[src/rtl/pixie_dma_scheduler.sv]
// CDP1861-style Pixie line/frame sequencer and per-line DMA-out burst controller.
// Optional macro PIXIE_DMA_TIMEOUT_EN: abort unfinished bursts at end of line and flag dma_missed.
module pixie_dma_scheduler #(
  parameter int          CYCLES_PER_LINE = 14,
  parameter int          LINES_PER_FRAME = 262,
  parameter int          ACTIVE_START    = 64,
  parameter int          ACTIVE_LINES    = 128,
  parameter int          INT_LINE        = 62,
  parameter int          BYTES_PER_LINE  = 8,
  parameter logic [15:0] START_ADDR      = 16'h0900,
  parameter int          DMA_REQ_CYCLE   = 1
) (
  input  logic        clk,
  input  logic        reset,
  input  logic        clk_enable,
  input  logic [1:0]  SC,
  input  logic        disp_on,
  input  logic        disp_off,
  output logic        dma_out_n,
  output logic        int_out,
  output logic        efx_n,
  output logic [15:0] dma_addr,
  output logic        dma_strobe,
  output logic [2:0]  dma_byte_idx,
  output logic        line_start,
  output logic        frame_start,
  output logic [6:0]  active_line,
  output logic        display_enabled
`ifdef PIXIE_DMA_TIMEOUT_EN
  ,
  output logic        dma_missed
`endif
);

  localparam int CW = $clog2(CYCLES_PER_LINE);
  localparam int LW = $clog2(LINES_PER_FRAME);
  localparam logic [CW-1:0] CYC_LAST  = CW'(CYCLES_PER_LINE - 1);
  localparam logic [CW-1:0] CYC_REQ   = CW'(DMA_REQ_CYCLE);
  localparam logic [LW-1:0] LINE_LAST = LW'(LINES_PER_FRAME - 1);
  localparam logic [LW-1:0] ACT_FIRST = LW'(ACTIVE_START);
  localparam logic [LW-1:0] ACT_LAST  = LW'(ACTIVE_START + ACTIVE_LINES - 1);
  localparam logic [LW-1:0] INT_FIRST = LW'(INT_LINE);
  localparam logic [LW-1:0] INT_LAST  = LW'(INT_LINE + 1);
  localparam logic [LW-1:0] EF1_FIRST = LW'(ACTIVE_START - 4);
  localparam logic [LW-1:0] EF1_LAST  = LW'(ACTIVE_START - 1);
  localparam logic [LW-1:0] EF2_FIRST = LW'(ACTIVE_START + ACTIVE_LINES - 4);
  localparam logic [2:0]    BYTE_LAST = 3'(BYTES_PER_LINE - 1);

  typedef enum logic [1:0] {S_IDLE, S_WAIT, S_REQ, S_DONE} state_t;

  state_t          state, state_nx;
  logic [CW-1:0]   cycle_cnt, cyc_nx;
  logic [LW-1:0]   line_cnt, line_nx;
  logic [2:0]      bcnt, bcnt_nx;
  logic [4:0]      row, row_nx;
  logic            int_acked, iack_nx, win_nx;
  logic            en_nx, act_nx;
  logic [6:0]      al_nx;
  logic            strobe_nx;
  logic [15:0]     addr_nx;
  logic [2:0]      idx_nx;
`ifdef PIXIE_DMA_TIMEOUT_EN
  logic            timeout;
`endif

  always_ff @(posedge clk) begin
    if (reset)           state <= S_IDLE;
    else if (clk_enable) state <= state_nx;
  end

  always_comb begin
    cyc_nx  = cycle_cnt + 1'b1;
    line_nx = line_cnt;
    if (cycle_cnt == CYC_LAST) begin
      cyc_nx  = '0;
      line_nx = (line_cnt == LINE_LAST) ? '0 : line_cnt + 1'b1;
    end
    en_nx  = disp_off ? 1'b0 : (disp_on ? 1'b1 : display_enabled);
    act_nx = (line_nx >= ACT_FIRST) && (line_nx <= ACT_LAST);
    al_nx  = act_nx ? 7'(line_nx - ACT_FIRST) : 7'd0;

    state_nx  = state;
    bcnt_nx   = bcnt;
    row_nx    = row;
    strobe_nx = 1'b0;
    addr_nx   = dma_addr;
    idx_nx    = dma_byte_idx;
`ifdef PIXIE_DMA_TIMEOUT_EN
    timeout   = 1'b0;
`endif
    // Disable wins over everything, including an acknowledge on the same cycle.
    if (!en_nx) state_nx = S_IDLE;
    else begin
      case (state)
        S_IDLE: state_nx = S_WAIT;
        S_WAIT: if (act_nx && cyc_nx == CYC_REQ) begin
          state_nx = S_REQ;
          bcnt_nx  = '0;
          row_nx   = al_nx[6:2];  // each row is fetched on 4 consecutive lines
        end
        S_REQ: begin
          if (SC == 2'b10) begin
            strobe_nx = 1'b1;
            addr_nx   = START_ADDR + {8'h00, row, bcnt};
            idx_nx    = bcnt;
            bcnt_nx   = bcnt + 1'b1;
            if (bcnt == BYTE_LAST) state_nx = S_DONE;
          end
`ifdef PIXIE_DMA_TIMEOUT_EN
          if (state_nx == S_REQ && cyc_nx == CYC_LAST) begin
            state_nx = S_DONE;
            timeout  = 1'b1;
          end
`endif
        end
        S_DONE: if (cyc_nx == '0) state_nx = S_WAIT;
        default: state_nx = S_IDLE;
      endcase
    end

    win_nx  = (line_nx == INT_FIRST) || (line_nx == INT_LAST);
    // An interrupt acknowledge only counts while INT is actually being asserted.
    iack_nx = win_nx && (int_acked || (SC == 2'b11 && int_out));
  end

  always_ff @(posedge clk) begin
    if (reset) begin
      cycle_cnt       <= '0;
      line_cnt        <= '0;
      bcnt            <= '0;
      row             <= '0;
      int_acked       <= 1'b0;
      dma_out_n       <= 1'b1;
      int_out         <= 1'b0;
      efx_n           <= 1'b1;
      dma_addr        <= START_ADDR;
      dma_strobe      <= 1'b0;
      dma_byte_idx    <= '0;
      line_start      <= 1'b0;
      frame_start     <= 1'b0;
      active_line     <= '0;
      display_enabled <= 1'b0;
`ifdef PIXIE_DMA_TIMEOUT_EN
      dma_missed      <= 1'b0;
`endif
    end else begin
      dma_strobe  <= 1'b0;
      line_start  <= 1'b0;
      frame_start <= 1'b0;
      if (clk_enable) begin
        cycle_cnt       <= cyc_nx;
        line_cnt        <= line_nx;
        bcnt            <= bcnt_nx;
        row             <= row_nx;
        int_acked       <= iack_nx;
        dma_out_n       <= (state_nx != S_REQ);
        int_out         <= en_nx && win_nx && !iack_nx;
        efx_n           <= !(((line_nx >= EF1_FIRST) && (line_nx <= EF1_LAST)) ||
                             ((line_nx >= EF2_FIRST) && (line_nx <= ACT_LAST)));
        dma_addr        <= addr_nx;
        dma_strobe      <= strobe_nx;
        dma_byte_idx    <= idx_nx;
        line_start      <= (cyc_nx == '0);
        frame_start     <= (cyc_nx == '0) && (line_nx == '0);
        active_line     <= al_nx;
        display_enabled <= en_nx;
`ifdef PIXIE_DMA_TIMEOUT_EN
        if ((cyc_nx == '0) && (line_nx == '0)) dma_missed <= 1'b0;
        else if (timeout)                      dma_missed <= 1'b1;
`endif
      end
    end
  end

endmodule

[config.mk]
export PLATFORM = sky130hd
export DESIGN_NAME = pixie_dma_scheduler
export DESIGN_NICKNAME = d
export VERILOG_FILES = /design/src/rtl/pixie_dma_scheduler.sv
export SDC_FILE = /design/constraint.sdc
export NUM_CORES = 1
export LEC_CHECK = 0
export ABC_AREA = 1
export BUFFER_PORTS_ARGS = -buffer_cell sky130_fd_sc_hd__clkbuf_2
export CAP_MARGIN = 20
export CORE_MARGIN = 10
export CORE_UTILIZATION = 35
export DETAILED_ROUTE_END_ITERATION = 7
export PLACE_DENSITY_LB_ADDON = 0.05
export SLEW_MARGIN = 15
export SYNTH_ARGS = -nofsm -noshare
export SYNTH_HDL_FRONTEND = slang
export SYNTH_SLANG_ARGS = --single-unit
[constraint.sdc]
create_clock -name clk -period 1.73 [get_ports clk]
set_clock_uncertainty 0.2 [all_clocks]
set_input_delay 0.346 -clock clk [delete_from_list [all_inputs] [get_ports clk]]
set_output_delay 0.346 -clock clk [all_outputs]
set_load 0.03 [all_outputs]
==> impl_results.md <==
* DP HPWL at 4839 µm
* Via count at 2,336
* Max FO, Critical Path at 5
* R2r setup slk at -0.34 ns
* Pwr dens at around 570 mW/mm²
* Post-synthesis sequential area ratio at 40.26%
* Number of synthesized flops with an enable pin at 0
* Die Height at 100.8 µm
* Crit-path cells: inv_4, ha_4, nand2_4, nor3_4, nand3_2, nand3_4, nand4_4, buf_4, nand2_1, nand2_1, nand2_1, nand3_2, nor2_2, nor2_1
* Final cycle utilization of the critical path at 119.7%
* Post-DRT Antenna Nets at 0
* Ys async rst share at 0%
* Fin crit period at roughly 2.1 ns
* First-pass DRT Iterations at 4
* Hold endpoint: cycle_cnt[1]
* LEAKAGE at roughly 1.5 nW
* Routed len/inst at approximately 13 µm
* R2R cell count at 14
* RSZ-0062 raised after global routing: true
* CTS max path bufs at 2
* Crit Path Category: flop to flop
* First-pass GRT wire length at about 10,000 µm
* Worst reg2reg endpoint: dma_out_n
* DP Cell Count at between 400 and 500
* Inserted Clock Buffers at 5
* Hold slack final at around 0.17 ns
* Clk sinks at 46
* Warnings from Yosys at 0
* Worst Tran Pin Value at 0.5441 ns
* Filler cell count at approximately 630
* Layout Cells excl Fill at between 400 and 500
* Antenna diode count at 0
* Root Buffer: clkbuf_8
* Clk pin slew, worst setup/hold paths at 0.10 ns
* Worst R2R Start: line_cnt[1]
* Initial Utilization at about 36%
* Critical Path End Type: flop
* Slew Viols, Final at 0
* GP Congestion at just under 0.8
* Hold-fix buffers, CTS at 0
* # DRC at 0
* WP data arrival at 2.07 ns
* Dpl ws at -0.3148 ns
* Worst path most repeated cell: nand2_1
* Startpoint Class: flop
* Worst stage delay on the critical path at 0.38 ns
* GR Overflow Total at 0
* Die Area at 0.01017 mm²
* Row count at 29
* Critical Path Slowest Stage Cell: dfxtp_4
* Outcome: finished, violations left
* PortBufs at 31
* Largest net degree at the start of global routing at 17
* Rel. slew slack at 63.68%
* Drt total wl at between 6000 and 7000 µm
* CTS tree: yes
* Final net count at 431
* Ys flop type: dfxtp_1
* Chip Width at ~100 µm
* Max VDD drop at 333.8 µV
* Hold Crit Depth at 2
* Final hold violation count at 0
* Avg Inst Size Synth at 7.378 µm²
* Final setup fails at 24
* Hold Path Class: input port to flop
* Failing checks: setup timing
* Synthesized area at 0.002287 mm²
* Area Overhead vs Synth at 47.76%
* Worst EP required at 1.73 ns
* DRT iter0 DRCs at between 90 and 100
* Hold path startpoint: reset
* Placeable Area at 0.006350 mm²
* Fmax at 482.9 MHz
* Mapped Cells at 310
* Share of post-route cells with drive strength above 1 at between 40% and 50%
* Max Cap Viol at 0
* H-tree depth reported by CTS at 2
* Antenna violations before repair at 0
* Vias in the first global route at ~2.2k
* Ports at 40
* Worst skew pair latency at about 0.31 ns
* Vias per inst at 4.738
* Netlist cell types at 35
* Synth Register Bits at 46
* Worst Setup Slack, final at -0.3407 ns
* GRT Overall Usage at between 10% and 20%
-- cells in the final DEF (no fill, tap or decap), types with 3 or more instances in the layout --
master,netlist,final
o21ai_1,3,11
nand4_1,4,4
conb_1,2,8
dfxtp_2,0,5
ha_1,9,7
dfxtp_4,0,4
nand3_2,2,8
inv_2,2,9
nor2_4,0,5
nand3_4,1,3
nor2_1,39,35
nand3_1,15,7
nor2_2,4,3
o21ai_2,0,3
nor3_2,1,5
a21oi_1,14,12
dfxtp_1,46,37
buf_4,11,75
nand2_1,50,38
nand2_2,5,15
inv_1,38,30
o21ai_0,26,15
clkbuf_2,0,31
o22ai_1,8,7
nor3_1,9,4
clkbuf_8,0,5
-- cell usage after synthesis (2+ instances only) --
cell type,instances,area [µm²]
inv_2,2,7.510
a211oi_1,2,15.01
o21ai_0,26,130.1
dfxtp_1,46,920.9
conb_1,2,7.510
nor2_2,4,25.02
inv_1,38,142.6
o21ai_1,3,15.01
nor3_1,9,45.04
ha_1,9,112.6
nand3_1,15,75.07
a21oi_1,14,70.07
nand2_1,50,187.7
clkbuf_1,2,7.510
buf_4,11,82.58
a31oi_1,2,12.51
nand2_2,5,31.28
nor2_1,39,146.4
nor4_1,2,12.51
nand3_2,2,20.02
or2_1,2,12.51
o22ai_1,8,50.05
buf_1,2,7.510
nand4_1,4,25.02
-- where the power goes --
part | switching (mW) | internal [mW]
Combinational | 0.105 | 0.0580
Clock | 0.418 | 0.293
Sequential | 0.00614 | 1.06
Total | 0.529 | 1.41
-- registers in the layout (all words and copies together) (netlist names), 2 cells and up --
signal and cells:
dma_byte_idx 2, state 2, active_line 7, line_cnt 9
cycle_cnt 4, bcnt 3, dma_addr 6, row 5
-- worst max-delay path by stage --
| stage | start | slack (ns) | endpoint |
|---|---|---|---|
| 6_report | line_cnt[1] | -0.34 | dma_out_n |
| 4_1_cts | line_cnt[1] | -0.30 | dma_out_n |
| 3_3_place_gp | line_cnt[1] | -0.33 | dma_out_n |
| 3_5_place_dp | line_cnt[1] | -0.31 | dma_out_n |
| 5_1_grt | line_cnt[1] | -0.42 | row[4] |
| 2_1_floorplan | line_cnt[1] | -0.07 | bcnt[1] |
-- worst max-delay path: cells and delay by family, from the launching register on --
family,cells,cell delay [ns]
adders and majority gates,1,0.14
buffers and inverters,2,0.23
DFF,1,0.38
and+or+nand+nor,11,0.99
-- what timing repair did --
item	CTS	global route
gates cloned	0	0
gates resized for setup	27	50
buffers inserted	5	11
setup endpoints to repair	25	37
pin swaps	9	26
-- through the flow --
stage	total power, mW	area (µm²)	TNS [ns]	utilization, %
6_report	1.940	3379	-4.709	53.22
3_3_place_gp	1.253	2950	-6.306	46.46
4_1_cts	1.970	3158	-5.063	49.73
3_5_place_dp	1.253	2950	-5.662	46.46
5_1_grt	2.029	3379	-7.224	53.22
2_1_floorplan	1.195	2342	-0.4922	-
-- layout make-up --
class	instances	area [µm²]	share of cell area, %
inverter	40	152.6	4.517
tap	77	96.34	2.851
sequential	46	942.2	27.88
multi-input combinational	214	1354	40.06
clock buffer	5	68.82	2.036
timing repair buffer	108	740.7	21.92
clock inverter	3	25.02	0.7405
-- logic make-up (layout without fill, tap and decap cells) --
| logic type | Yosys count | in the layout | share of synthesized area [%] |
|---|---|---|---|
| AOI/OAI and AO/OA | 60 | 60 | 14.66 |
| and+or+nand+nor | 137 | 137 | 28.50 |
| adders and majority gates | 9 | 9 | 4.924 |
| DFF | 46 | 46 | 40.26 |
| other | 2 | 8 | 0.3283 |
| buffers and inverters | 56 | 156 | 11.32 |
-- per-layer routing --
metal,share of wire [%],vias to the layer above,track usage [%]
li1,-,1218,-
met1,47,1069,16.20
met2,47,42,19.36
met3,4.8,7,2.949
met4,0.94,0,3.587
met5,0,-,0
(Power assumes the default switching activity.)
